$ cat config.mk
export PLATFORM = sky130hd
export DESIGN_NAME = sram_burst_arbiter
export DESIGN_NICKNAME = d
export VERILOG_FILES = /design/src/rtl/sram_arb_pkg.sv /design/src/rtl/rr_arbiter.sv /design/src/rtl/sram_burst_arbiter.sv
export SDC_FILE = /design/constraint.sdc
export NUM_CORES = 1
export LEC_CHECK = 0
export BUFFER_PORTS_ARGS = -buffer_cell sky130_fd_sc_hd__buf_2
export CELL_PAD_IN_SITES_DETAIL_PLACEMENT = 1
export CELL_PAD_IN_SITES_GLOBAL_PLACEMENT = 1
export CORE_ASPECT_RATIO = 0.6
export CORE_MARGIN = 5
export CORE_UTILIZATION = 23
export CTS_CLUSTER_DIAMETER = 100
export DETAILED_ROUTE_END_ITERATION = 16
export HOLD_SLACK_MARGIN = 0.08
export PLACE_DENSITY = 0.78
export RECOVER_POWER = 50
export SYNTH_ARGS = -nofsm -noshare
export SYNTH_HDL_FRONTEND = slang
export SYNTH_SLANG_ARGS = --single-unit
$ cat constraint.sdc
create_clock -name CLK -period 1.5 [get_ports CLK]
set_input_delay 0.075 -clock CLK [delete_from_list [all_inputs] [get_ports CLK]]
set_output_delay 0.075 -clock CLK [all_outputs]
set_load 0.01 [all_outputs]
$ cat src/rtl/sram_arb_pkg.sv
// Shared types and constants for the SRAM burst arbiter slice.
package sram_arb_pkg;

  localparam int SRAM_AW    = 11;
  localparam int SRAM_DW    = 32;
  localparam int SRAM_DEPTH = 2048;
  localparam int DEF_LW     = 4;

  typedef enum logic {
    IDLE  = 1'b0,
    BURST = 1'b1
  } state_t;

endpackage

$ cat src/rtl/rr_arbiter.sv
// Combinational round-robin picker: first set request at or above i_ptr, else lowest set request.
module rr_arbiter
  import sram_arb_pkg::*;
#(
  parameter int NUM_REQ = 4,
  parameter int IW      = $clog2(NUM_REQ)
) (
  input  logic [NUM_REQ-1:0] i_req,
  input  logic [IW-1:0]      i_ptr,
  output logic [NUM_REQ-1:0] o_grant,
  output logic [IW-1:0]      o_idx,
  output logic               o_any
);

  always_comb begin
    o_grant = '0;
    o_idx   = '0;
    o_any   = 1'b0;
    // Two linear passes replace a modular rotate: upper half first, then wrap to index 0.
    for (int unsigned i = 0; i < NUM_REQ; i++) begin
      if (!o_any && i_req[i] && (IW'(i) >= i_ptr)) begin
        o_any = 1'b1;
        o_idx = IW'(i);
      end
    end
    for (int unsigned i = 0; i < NUM_REQ; i++) begin
      if (!o_any && i_req[i]) begin
        o_any = 1'b1;
        o_idx = IW'(i);
      end
    end
    if (o_any) o_grant[o_idx] = 1'b1;
  end

endmodule

$ cat src/rtl/sram_burst_arbiter.sv
// Round-robin burst sequencer sharing one single-port SRAM macro among NUM_REQ requesters.
module sram_burst_arbiter
  import sram_arb_pkg::*;
#(
  parameter int NUM_REQ = 4,
  parameter int AW      = SRAM_AW,
  parameter int DW      = SRAM_DW,
  parameter int LW      = DEF_LW
) (
  input  logic                       CLK,
  input  logic                       RESETN,
  input  logic [NUM_REQ-1:0]         req_valid,
  output logic [NUM_REQ-1:0]         req_ready,
  input  logic [NUM_REQ-1:0]         req_we,
  input  logic [NUM_REQ*AW-1:0]      req_addr,
  input  logic [NUM_REQ*LW-1:0]      req_len,
  input  logic [NUM_REQ*DW-1:0]      wr_data,
  output logic [NUM_REQ-1:0]         wr_ready,
  output logic                       rd_valid,
  output logic [DW-1:0]              rd_data,
  output logic [$clog2(NUM_REQ)-1:0] rd_id,
  output logic                       rd_last,
  output logic                       CEN,
  output logic                       WEN,
  output logic [AW-1:0]              A,
  output logic [DW-1:0]              D,
  input  logic [DW-1:0]              Q
);

  localparam int IW = $clog2(NUM_REQ);

  state_t              r_state, w_state_nxt;
  logic [IW-1:0]       r_rr_ptr, r_owner, r_rd_id, w_idx;
  logic                r_we, r_rd_valid, r_rd_last;
  logic [AW-1:0]       r_addr, w_sel_addr;
  logic [LW-1:0]       r_len, r_beat, w_sel_len;
  logic [NUM_REQ-1:0]  w_grant;
  logic                w_any, w_sel_we, w_accept, w_last_beat;
  logic [DW-1:0]       w_own_wdata;

  rr_arbiter #(.NUM_REQ(NUM_REQ), .IW(IW)) u_rr (
    .i_req   (req_valid),
    .i_ptr   (r_rr_ptr),
    .o_grant (w_grant),
    .o_idx   (w_idx),
    .o_any   (w_any)
  );

  assign w_accept    = (r_state == IDLE) && w_any;
  assign w_last_beat = (r_state == BURST) && (r_beat == r_len);

  always_comb begin
    w_sel_we    = 1'b0;
    w_sel_addr  = '0;
    w_sel_len   = '0;
    w_own_wdata = '0;
    for (int unsigned i = 0; i < NUM_REQ; i++) begin
      if (IW'(i) == w_idx) begin
        w_sel_we   = req_we[i];
        w_sel_addr = req_addr[i*AW +: AW];
        w_sel_len  = req_len[i*LW +: LW];
      end
      if (IW'(i) == r_owner) w_own_wdata = wr_data[i*DW +: DW];
    end
  end

  always_ff @(posedge CLK) begin
    if (!RESETN) r_state <= IDLE;
    else         r_state <= w_state_nxt;
  end

  always_comb begin
    w_state_nxt = r_state;
    case (r_state)
      IDLE:    if (w_any)       w_state_nxt = BURST;
      BURST:   if (w_last_beat) w_state_nxt = IDLE;
      default: w_state_nxt = IDLE;
    endcase
  end

  // Reset overrides the macro and handshake outputs combinationally so no access leaks out.
  always_comb begin
    CEN       = 1'b1;
    WEN       = 1'b1;
    A         = '0;
    D         = '0;
    req_ready = '0;
    wr_ready  = '0;
    if (RESETN) begin
      if (r_state == BURST) begin
        CEN = 1'b0;
        WEN = ~r_we;
        A   = r_addr;
        D   = w_own_wdata;
        wr_ready[r_owner] = r_we;
      end else begin
        req_ready = w_grant;
      end
    end
  end

  always_ff @(posedge CLK) begin
    if (!RESETN) begin
      r_rr_ptr   <= '0;
      r_owner    <= '0;
      r_we       <= 1'b0;
      r_addr     <= '0;
      r_len      <= '0;
      r_beat     <= '0;
      r_rd_valid <= 1'b0;
      r_rd_last  <= 1'b0;
      r_rd_id    <= '0;
    end else begin
      r_rd_valid <= (r_state == BURST) && !r_we;
      r_rd_last  <= w_last_beat && !r_we;
      if ((r_state == BURST) && !r_we) r_rd_id <= r_owner;
      if (w_accept) begin
        r_owner <= w_idx;
        r_we    <= w_sel_we;
        r_addr  <= w_sel_addr;
        r_len   <= w_sel_len;
        r_beat  <= '0;
      end else if (r_state == BURST) begin
        r_addr <= r_addr + AW'(1);
        r_beat <= r_beat + LW'(1);
        if (w_last_beat) r_rr_ptr <= (r_owner == IW'(NUM_REQ - 1)) ? '0 : r_owner + IW'(1);
      end
    end
  end

  assign rd_valid = r_rd_valid;
  assign rd_last  = r_rd_last;
  assign rd_id    = r_rd_id;
  assign rd_data  = Q;

endmodule

==> results of run 1 <==
## final timing paths
path	from	to	slack, ns	depth (start not counted)
setup reg to reg	r_rr_ptr[1]$_SDFFE_PN0P_	r_addr[8]$_SDFFE_PN0P_	-0.24	8
hold reg to reg	r_rr_ptr[0]$_SDFFE_PN0P_	r_rr_ptr[0]$_SDFFE_PN0P_	0.53	2
setup / recovery	r_owner[1]$_SDFFE_PN0P_	D[14]	-0.56	10
hold / removal	req_addr[15]	r_addr[4]$_SDFFE_PN0P_	0.1	3
## cells in the mapped netlist (all sizes together), types with 2 or more instances
cell / instances
o32a: 2
nand4: 2
mux2i: 8
ha: 6
nor3: 44
a21oi: 55
mux2: 3
a21o: 12
nand3: 17
buf: 47
o211ai: 3
a211oi: 6
xnor2: 4
nor4: 3
nor2: 56
clkbuf: 32
o21ai: 28
nor2b: 69
or3: 4
or4: 2
a221oi: 36
dfxtp: 29
clkinv: 2
inv: 5
a31oi: 2
nand2: 23
xor2: 8
and2: 2
o21a: 6
and3: 17
nand2b: 4
## metal layers
metal | vias up | share of wire [%] | track usage (%) | wire (µm)
li1 | 2586 | - | - | -
met1 | 2699 | 45 | 29.4 | 10200
met2 | 198 | 48 | 33.9 | 10700
met3 | 12 | 6.4 | 5.13 | 1450
met4 | 0 | 0.42 | 1.79 | 95
met5 | - | 0 | 0 | 0
## sequential cells by signal, summed over array words and instances (netlist names)
name / cells
rd_id: 2
r_len: 4
r_owner: 2
r_rr_ptr: 2
r_we: 1
rd_valid: 1
rd_last: 1
r_beat: 4
r_addr: 11
r_state: 1
## logic make-up (layout without fill, tap and decap cells)
family          Yosys count  count (layout)  synth area share (%)
compound gates          163             163                  30.0
xor+xnor                 12              12                  2.79
fa+ha+maj                 6               6                  1.99
buf+inv                  86             391                  12.6
flops                    29              29                  15.4
mux                      11              11                  3.02
other cells               0               1                     0
simple gates            243             243                  34.2
## power breakdown
| group | switching, µW | total (µW) | leakage [µW] | internal (µW) |
|---|---|---|---|---|
| sequential | 119 | 989 | 0.000243 | 870 |
| combinational | 1660 | 3380 | 0.00306 | 1720 |
| clock | 377 | 1080 | 0.0000799 | 702 |
| total | 2150 | 5450 | 0.00338 | 3300 |
## critical path: cells and delay by family (launching register included)
| kind | cells | cell delay, ns |
|---|---|---|
| adders and majority gates | 1 | 0.21 |
| DFF | 1 | 0.33 |
| AOI/OAI and AO/OA | 2 | 0.40 |
| buffers and inverters | 5 | 0.61 |
| and+or+nand+nor | 2 | 0.16 |
## area by class of cell
type / instances / area [µm²] / area share, %
Antenna cell: 1 / 2.50 / 0.0344
Sequential cell: 29 / 597 / 8.20
Clock buffer: 7 / 153 / 2.10
Tap cell: 209 / 262 / 3.59
Clock inverter: 1 / 5.00 / 0.0687
Inverter: 7 / 26.3 / 0.361
Timing Repair Buffer: 376 / 2670 / 36.7
Multi-Input combinational cell: 435 / 3560 / 48.9
## repair_timing
action / 4_1_cts / 5_1_grt
gates resized for setup: 102 / 87
cloned: 7 / 4
setup buffers: 21 / 12
pin swaps: 34 / 50
endpoints found under the setup margin: 59 / 61
## metrics by stage
stage	instance area, µm²	total power (µW)	std cells	util [%]	TNS (ns)
3_3_place_gp	5760	3380	1016	35.6	-4.73
6_report	7280	5450	1065	45.0	-17.39
2_1_floorplan	4040	2440	550	-	-0.0147
3_5_place_dp	5760	3440	1016	35.6	-6.63
4_1_cts	6710	5060	1050	41.5	-17.45
5_1_grt	7280	5760	1064	45.0	-22.19
==> metrics, run 1 <==
WL/cell=21.2 µm; leading area contributor after synthesis=dfxtp_1; synthesized area=3770 µm²; number of global-route vias before repair=5527; largest net degree at the start of global routing=32; largest cells by area after synthesis=dfxtp_1 15%, nor2b_1 11%, a221oi_1 8.1%; share of the synthesized area in the top cell type=15.4%; CP max stage delay=0.33 ns; critical path type=reg -> out; DIE WIDTH=175 µm; FILL cells=2008; total CTS buffers=5; via count=5495; RSZ-0062 raised after global routing=yes; final hold violation count=0; critical-path maximum fanout=6; post-route ant nets=0; post-DP HPWL=16400 µm; vias per cell=5.16; clock root cell=clkbuf_16; area delta synth->final=93.2%; CTS tree=yes; GRT overflow=0; peak supply drop=404 µV; Total Nets Final=1090; Initial Util=23.3%; CP cell instances=inv_2, buf_4, ha_4, buf_12, buf_16, a221oi_2, nor3_1, a21oi_1, nor2_1, buf_2; Tot GR Track Use=20.9%; status=finished with violations; startpoint types=register; fin crit share=137%; number of synthesized register bits=29; Core Box Area=16200 µm²; worst hold margin=0.0969 ns; Synth Warn #=0; Leak=0.00338 µW; First DRT Iteration DRCs=222; WP data arrival=1.99 ns; pre-CTS WS=-0.250 ns; Skew-Pair Late Insertion Delay=0.28 ns; final setup fails=54; max_slew headroom=72.9%; Least-Margin Pin Slew=0.407 ns; Crit. End Element=output port; die height=109 µm; Post-Synthesis Cells=550; die area=19100 µm²; MaxCap Viol Count=0; Final WS setup=-0.560 ns; required time of the worst setup path=1.42 ns; CTS H-tree lvls=2; share of cells above drive strength 1=61.8%; Initial DRT Pass Iterations=4; initial antenna violation count=0; min Tclk post-route=2.06 ns; unique cell type count in the Yosys netlist=58; Sink Count=29; most frequent cells in the layout=250 x buf_2, 72 x buf_4, 51 x nor2_1, 48 x nor2b_1, 44 x a21oi_1; # DRC=0; Pwr Density=748 nW/µm²; # rows=36; I/O Pins=319; Clock Pin Slew Worst Setup and Hold Paths=0.05 ns; Post-synth ARST share=0%; FMAX=0.485 GHz; violated checks=setup timing; most common cell after layout, fill and taps aside=buf_2; Slowest-stage cell, CP=dfxtp_2; Routed Wire Length=22500 µm; final slew viol count=0; Post-Syn Nets=786; Post-synth EDFFs=0; cts hold-fix bufs=0; Avg Inst Size Synth=6.85 µm²; hold crit path type=in -> reg; skew final=0.00722 ns; Main synth FF type=dfxtp_1; gp weighted congestion=0.884; Buffers on Ports=254; sequential share of the synthesized area=15.4%; clock tree buffer depth=2; first-pass GRT wire length=31600 µm
No activity file was read; power rests on OpenSTA's default activity.
==> inputs of run 2 (changes only) <==
- SKIP_LAST_GASP: default -> 1
==> run 2 against run 1 <==
Against the previous run: the run still ends with setup timing left; fmax up 3.7%; first-iteration DRC count up 28%; final cell count down 0.47%; register-to-register slack worse by 0.03 ns; sequential share of layout area up 0.19 points; core utilization down 0.95 points; non-clock buffer count down 5; count of clock-buffer cells in the layout unchanged; critical endpoint is now D[30]; wire length down 1.2%; largest cell class unchanged; total power down 1.7%.
==> metrics, run 2 (synthesis results as in run 1) <==
Least-Margin Pin Slew=0.408 ns; end point of the worst hold path=r_addr[4]$_SDFFE_PN0P_; Leak=0.00333 µW; Tot Pwr=5360 µW; GRT overflow=0; min Tclk post-route=1.99 ns; most frequent cells in the layout=251 x buf_2, 72 x buf_4, 57 x nor2b_1, 52 x nor2_1, 44 x a21oi_1; startpoint types=register; Initial Util=23.3%; # DRC=0; clock tree buffer depth=2; Final WS setup=-0.487 ns; Largest Register=r_addr; final setup fails=54; Sink Count=29; CTS H-tree lvls=2; Routed Wire Length=22300 µm; Skew-Pair Late Insertion Delay=0.28 ns; CP cell instances=inv_2, ha_4, buf_12, buf_12, buf_6, a221oi_2, nor3_2, a21oi_1, nor2_1, buf_2; max reg flops=11; Gate power share=61.6%; area delta synth->final=89.1%; number of global-route vias before repair=5496; CP max stage delay=0.33 ns; Initial DRT Pass Iterations=4; FMAX=0.503 GHz; Tot GR Track Use=20.8%; die height=109 µm; peak supply drop=393 µV; skew final=0.00562 ns; Core Box Area=16200 µm²; via count=5428; Buffers on Ports=254; CTS tree=yes; violated checks=setup timing; final slew viol count=0; Switching Fraction=39.2%; hold depth=3; Internal=3260 µW; Slowest-stage cell, CP=dfxtp_2; MaxCap Viol Count=0; post-DP HPWL=16400 µm; r2r startpoint=r_rr_ptr[1]$_SDFFE_PN0P_; Worst Reg2Reg Path Length in Cells=7; Pwr Density=752 nW/µm²; Finished Core Util=44.1%; placed insts=1016; Total Nets Final=1085; share of cells above drive strength 1=59.6%; WL/cell=21.0 µm; most common cell after layout, fill and taps aside=buf_2; required time of the worst setup path=1.42 ns; hold wc startpoint=req_addr[15]; First DRT Iteration DRCs=284; largest net degree at the start of global routing=32; critical-path maximum fanout=7; initial antenna violation count=0; FF-to-FF setup slack=-0.27 ns; most frequent CP cell=buf_12; I/O Pins=319; WP data arrival=1.91 ns; clock root cell=clkbuf_16; final hold violation count=0; die area=19100 µm²; fin crit share=132%; max_slew headroom=72.7%; RSZ-0062 raised after global routing=yes; Sequential Power Share=18.5%; status=finished with violations; hold crit path type=in -> reg; Clock Pin Slew Worst Setup and Hold Paths=0.05 ns; # rows=36; vias per cell=5.12; pre-CTS WS=-0.250 ns; critical path type=reg -> out; R2R Path End=r_addr[8]$_SDFFE_PN0P_; DIE WIDTH=175 µm; Crit. End Element=output port; first-pass GRT wire length=31400 µm; clock power share=20.0%; gp weighted congestion=0.884; total CTS buffers=5; post-route ant nets=0; Regs by FF count=r_addr x11, r_beat x4, r_len x4; NetSw=2100 µW; Finished Layout Cells=1060
==> run 2: metrics by stage <==
step	instance area [µm²]	TNS (ns)	hold slack, ns
2_1_floorplan	4040	-0.0147	0.242
3_3_place_gp	5760	-4.73	0.150
3_5_place_dp	5760	-6.63	0.150
4_1_cts	6660	-17.65	0.0894
5_1_grt	7130	-22.83	0.116
6_report	7130	-17.38	0.102
==> run 2: area by class of cell <==
| type | instances | area, µm² |
|---|---|---|
| diodes | 1 | 2.50 |
| repair buffers | 371 | 2600 |
| well taps | 209 | 262 |
| clock inverters | 1 | 5.00 |
| fillers | 2021 | 9040 |
| clock buffers | 7 | 153 |
| inverters | 7 | 26.3 |
| flip-flops and latches | 29 | 598 |
| multi-input cells | 435 | 3480 |
==> run 2: worst max-delay path by stage <==
stage / start / end / slack [ns] / cells past startpoint
finish: r_owner[1]$_SDFFE_PN0P_ / D[30] / -0.49 / 10
global route: r_owner[1]$_SDFFE_PN0P_ / D[23] / -0.60 / 10
CTS: r_owner[1]$_SDFFE_PN0P_ / D[21] / -0.47 / 10
detailed placement: r_rr_ptr[1]$_SDFFE_PN0P_ / r_we$_SDFFE_PN0P_ / -0.25 / 6
global placement: r_owner[1]$_SDFFE_PN0P_ / D[29] / -0.19 / 8
floorplan: r_rr_ptr[1]$_SDFFE_PN0P_ / r_addr[4]$_SDFFE_PN0P_ / -0.01 / 6
==> run 2: per-layer routing <==
metal  up-vias  share of wire (%)  GRT usage (%)  wire length, µm
met5         -                  0              0                0
met4         0               0.53           2.18              119
met3        17                7.9           5.58             1760
met2       212                 47           33.4            10500
met1      2636                 45           29.0             9910
li1       2563                  -              -                -
==> run 2: what timing repair did <==
item | 4_1_cts | 5_1_grt
gates cloned | 7 | 3
buffers inserted | 21 | 8
pin swaps | 34 | 42
resized for setup | 89 | 73
endpoints found under the setup margin | 59 | 61
hold buffers | 0 | 0
endpoints found under the hold margin | 0 | 0
==> run 2: worst max-delay path, delay by kind of cell (launching register included) <==
kind | cells | cell delay, ns
fa+ha+maj | 1 | 0.18
flops | 1 | 0.33
buf+inv | 5 | 0.56
simple gates | 2 | 0.15
compound gates | 2 | 0.40
==> run 2: power by group through the flow <==
stage	Clock (µW)	Sequential, µW	Combinational (µW)
2_1_floorplan	0	968	1470
3_3_place_gp	0	985	2390
3_5_place_dp	0	993	2450
4_1_cts	1100	984	2950
5_1_grt	1140	998	3560
6_report	1070	988	3300
